--- src/rtl/instr_fetch_queue.sv ---
// Instruction fetch queue: buffers completed memory reads in a DEPTH-entry FIFO,
// optionally byte-swapping on entry, and presents the head word to decode.
module instr_fetch_queue #(
  parameter int unsigned DATA_W    = 32,
  parameter int unsigned DEPTH     = 4,
  parameter bit          BYTE_SWAP = 1'b1
) (
  input  logic                       clk,
  input  logic                       reset,
  input  logic [DATA_W-1:0]          mem_in,
  input  logic                       mem_valid,
  output logic                       mem_ready,
  input  logic                       flush,
  output logic [DATA_W-1:0]          instruction,
  output logic                       valid_r,
  input  logic                       take,
  output logic [$clog2(DEPTH+1)-1:0] count,
  output logic                       err_overflow
);

  localparam int unsigned PtrW     = $clog2(DEPTH);
  localparam int unsigned CntW     = $clog2(DEPTH + 1);
  localparam int unsigned NumBytes = DATA_W / 8;

  logic [DATA_W-1:0] storage_q [DEPTH];
  logic [PtrW-1:0]   wr_ptr_q, wr_ptr_d;
  logic [PtrW-1:0]   rd_ptr_q, rd_ptr_d;
  logic [CntW-1:0]   count_q, count_d;
  logic              err_q, err_d;
  logic              push, pop;
  logic [DATA_W-1:0] push_data;

  always_comb begin
    push_data = mem_in;
    if (BYTE_SWAP) begin
      for (int i = 0; i < int'(NumBytes); i++) begin
        push_data[8*i +: 8] = mem_in[8*(int'(NumBytes)-1-i) +: 8];
      end
    end
  end

  // Ready depends only on registered occupancy; a pop never frees a slot early.
  assign mem_ready    = (count_q != CntW'(DEPTH));
  assign valid_r      = (count_q != '0);
  assign push         = mem_valid & mem_ready & ~flush;
  assign pop          = take & valid_r & ~flush;
  assign count        = count_q;
  assign err_overflow = err_q;
  assign instruction  = valid_r ? storage_q[rd_ptr_q] : '0;

  always_comb begin
    wr_ptr_d = wr_ptr_q;
    rd_ptr_d = rd_ptr_q;
    count_d  = count_q;
    err_d    = err_q | (mem_valid & ~mem_ready & ~flush);
    if (flush) begin
      wr_ptr_d = '0;
      rd_ptr_d = '0;
      count_d  = '0;
    end else begin
      if (push) wr_ptr_d = wr_ptr_q + 1'b1;
      if (pop)  rd_ptr_d = rd_ptr_q + 1'b1;
      unique case ({push, pop})
        2'b10:   count_d = count_q + 1'b1;
        2'b01:   count_d = count_q - 1'b1;
        default: count_d = count_q;
      endcase
    end
  end

  always_ff @(posedge clk or negedge reset) begin
    if (!reset) begin
      wr_ptr_q <= '0;
      rd_ptr_q <= '0;
      count_q  <= '0;
      err_q    <= 1'b0;
    end else begin
      wr_ptr_q <= wr_ptr_d;
      rd_ptr_q <= rd_ptr_d;
      count_q  <= count_d;
      err_q    <= err_d;
    end
  end

  // Storage is not reset; occupancy gates everything that reads it.
  always_ff @(posedge clk) begin
    if (push) storage_q[wr_ptr_q] <= push_data;
  end

endmodule
--- config.mk ---
export PLATFORM = sky130hd
export DESIGN_NAME = instr_fetch_queue
export DESIGN_NICKNAME = d
export VERILOG_FILES = /design/src/rtl/instr_fetch_queue.sv
export SDC_FILE = /design/constraint.sdc
export NUM_CORES = 1
export LEC_CHECK = 0
export BUFFER_PORTS_ARGS = -buffer_cell sky130_fd_sc_hd__buf_2
export CAP_MARGIN = 20
export CORE_ASPECT_RATIO = 1.2
export CORE_MARGIN = 2
export CORE_UTILIZATION = 57
export DETAILED_ROUTE_END_ITERATION = 10
export PLACE_DENSITY_LB_ADDON = 0.3
export SYNTH_ARGS = -nofsm -noshare
export SYNTH_HDL_FRONTEND = slang
export SYNTH_SLANG_ARGS = --single-unit
--- constraint.sdc ---
create_clock -name clk -period 2.43 [get_ports clk]
set_input_delay 0 -clock clk [delete_from_list [all_inputs] [get_ports clk]]
set_output_delay 0 -clock clk [all_outputs]
set_load 0.1 [all_outputs]
==> reports/qor.txt <==
status - completed
fin area - 7030 sq um
P&R area growth vs syn - 27.94%
Pleak - 2.474 nW
grt ovf - 0
critical path type - flop to flop
clock period minus worst slack - 2.165 ns
Post-Synth Adder-Cell Area - 0.01275
crit path DAT - 2.50 ns
Antenna Violating Nets Remaining - 0
Clock Skews - 0.009206 ns
Detailed Place HPWL - 5609 microns
switching part of the total - 0.4137
top-count cell post-synth - edfxtp_1
CTS Buf Count - 17
PD cells - 1227 nW/um^2
Max H-tree Level - 4
Placement Cell Area - 6056 sq um
fin cells - 535
placed insts - 466
vias - 2923
initial DRC count - 156
first-pass GRT wire length - 15680 microns
Synth Flop Type - edfxtp_1
Commonest cells post-synth - edfxtp_1, mux4_2, nor2b_1, dfrtp_1
clock latency on the worst-skew pair - 0.42 ns
Starting Density - 0.5805
Internal - 0.005057 W
RSZ-0062 raised after global routing - no
Compound-Gate Fraction of Synth Area - 0.02322
Final Setup Violations - 0
clock sinks - 136
Yosys warnings - 0
vias in the first global route - 3170
CP max stage cell - fa_1
FF+latch count, synth - 136
Seq pwr share - 0.325
GRT Total Usage - 0.2094
Post-Syn Instances - 277
Slew HR - 0.6608
post-synth top area cell - edfxtp_1
Worst Tran Pin Value - 0.5088 ns
Yosys cell types - 39
proportion of layout cells with a drive suffix above 1 - 0.3786
CTS tree - built
Core Area - 9467 sq um
Worst-path clk slew - 0.06 ns
Pins Over Slew Limit - 0
First-pass DRT Iterations - 4
Placer Congestion - 0.7342
EDFF count, synth - 128
# diodes - 0
Nets - 441
IO buf count - 74
root buffer cell - clkbuf_16
Logic pwr share - 0.373
Die Ht - 111.6 microns
maxcap violations - 0
syn avg cell area - 19.84 sq um
Net Sw Power - 0.003569 W
clock share of power - 0.301
Post-Synth Simple-Gate Area - 0.06899
register area share after synthesis - 0.7359
Tightest Hold Check Type - input pin to flop
synthesized net count - 319
Fin. Hold Viols - 0
initial antenna violation count - 0
die area - 10450 sq um
mux share of post-synthesis cell area - 0.1311
share of async-settable or async-resettable flops after synthesis - 0.05882
Top Ports - 75
Largest stage delay, worst path - 0.54 ns
final WL - 9731 microns
CTS max path bufs - 2
wire per inst - 18.19 microns
Chip Width - 93.63 microns
dominant cells by area after synthesis - edfxtp_1, mux4_2, dfrtp_1, nor2b_1, ha_1
DRC - 0
largest family of logic cells by synthesized area - multiplexers
VDD IR max - 0.7557 mV
routed vias/inst - 5.464
top cell type's share of synthesized area - 0.6995
Synth Cell Area - 5495 sq um
FP Rows - 39
xor/xnor cell area share of the yosys netlist - 0.004781
Peak Freq - 461.9 MHz
crit path cell chain - o31ai_1 -> nor3_1 -> fa_1 -> nor4b_1 -> a21oi_1 -> o221ai_1
Final Cycle Share - 0.8909
Critical Path Start Type - flop
largest net degree at the start of global routing - 34
Filler cells - 563
Critical Path End Type - flop
Crit path required time - 2.76 ns
critical-path maximum fanout - 13
-- cell families (layout without fill, tap and decap cells) --
logic type | Yosys count | in the layout
AOI/OAI and AO/OA | 19 | 19
muxes | 32 | 32
buffers and inverters | 23 | 158
xor gates and xnor gates | 3 | 3
and+or+nand+nor | 59 | 59
DFF | 136 | 136
adders and majority gates | 5 | 5
-- power groups by stage --
stage	clock network (W)	logic, W	registers (W)
after floorplan	0	0.00261	0.00294
after global placement	0	0.00318	0.00284
after detailed placement	0	0.00320	0.00285
after CTS	0.00263	0.00325	0.00281
after global routing	0.00273	0.00336	0.00282
final	0.00260	0.00322	0.00281
-- flip-flops by register name, indices dropped and copies added (netlist names) --
signal / flops
storage_q: 128
count: 3
rd_ptr_q: 2
wr_ptr_q: 2
err_overflow: 1
-- metrics by stage --
| step | power [W] | setup TNS, ns | setup slack, ns | utilization | hold WS, ns |
|---|---|---|---|---|---|
| CTS | 0.008689 | 0 | 0.05154 | 0.7424 | 0.009861 |
| global placement | 0.006026 | 0 | 0.3889 | 0.6397 | -0.1439 |
| global route | 0.008918 | 0 | 0.1285 | 0.7427 | 0.05112 |
| finish | 0.008626 | 0 | 0.2650 | 0.7427 | 0.02711 |
| floorplan | 0.005551 | -5.405 | -0.1865 | - | -0.2956 |
| detailed placement | 0.006055 | 0 | 0.2656 | 0.6397 | -0.1448 |
-- cells in the final DEF (no fill, tap or decap), types with 4 or more instances in the layout --
cell and n:
ha_1 4, buf_2 74, dlygate4sd3_1 37, buf_4 4, and2_2 4, edfxtp_1 128
dfrtp_2 4, a21oi_1 6, nor2b_1 32, inv_1 5, inv_6 4, nor2_1 6
clkbuf_16 17, buf_12 5, nand2b_1 5, mux4_2 32
-- per-layer routing --
layer / wire (microns) / GRT usage / vias up
li1: - / - / 1345
met1: 3976 / 0.2563 / 1493
met2: 5210 / 0.3453 / 75
met3: 410 / 0.06834 / 10
met4: 133 / 0.08696 / 0
met5: 0 / 0 / -
-- critical path, delay by kind of cell, from the launching register on --
| kind | cells | cell delay [ns] |
|---|---|---|
| AO/OA/AOI/OAI | 3 | 0.65 |
| adder cells (fa/ha/maj) | 1 | 0.54 |
| flip-flops | 1 | 0.51 |
| AND/OR/NAND/NOR | 2 | 0.37 |
-- repair_timing --
action / 4_1_cts / 5_1_grt
setup endpoints to repair: 0 / 2
hold buffers: 37 / 0
gates resized for setup: 0 / 1
buffers inserted: 0 / 0
hold endpoints to repair: 143 / 0
-- layout make-up --
class / instances / area (sq um) / area share
clock inverters: 13 / 168.9 / 0.02403
well taps: 123 / 153.9 / 0.02189
inverters: 6 / 22.52 / 0.003203
clock buffers: 19 / 432.9 / 0.06158
multi-input cells: 118 / 1329 / 0.1890
flip-flops and latches: 136 / 4053 / 0.5764
repair buffers: 120 / 870.8 / 0.1239
-- worst paths after layout --
| check | depth (start not counted) | end | start | slack [ns] |
|---|---|---|---|---|
| setup / recovery | 6 | count[1] | count[1] | 0.27 |
| hold / removal | 3 | count[0] | take | 0.03 |
| setup reg to reg | 6 | count[1] | count[1] | 0.27 |
| hold reg to reg | 1 | err_overflow | err_overflow | 0.48 |
| max in group asynchronous | 3 | rd_ptr_q[1] | reset | 1.56 |
| min in group asynchronous | 3 | err_overflow | reset | 0.55 |
Power figures use the tool's default switching activity.
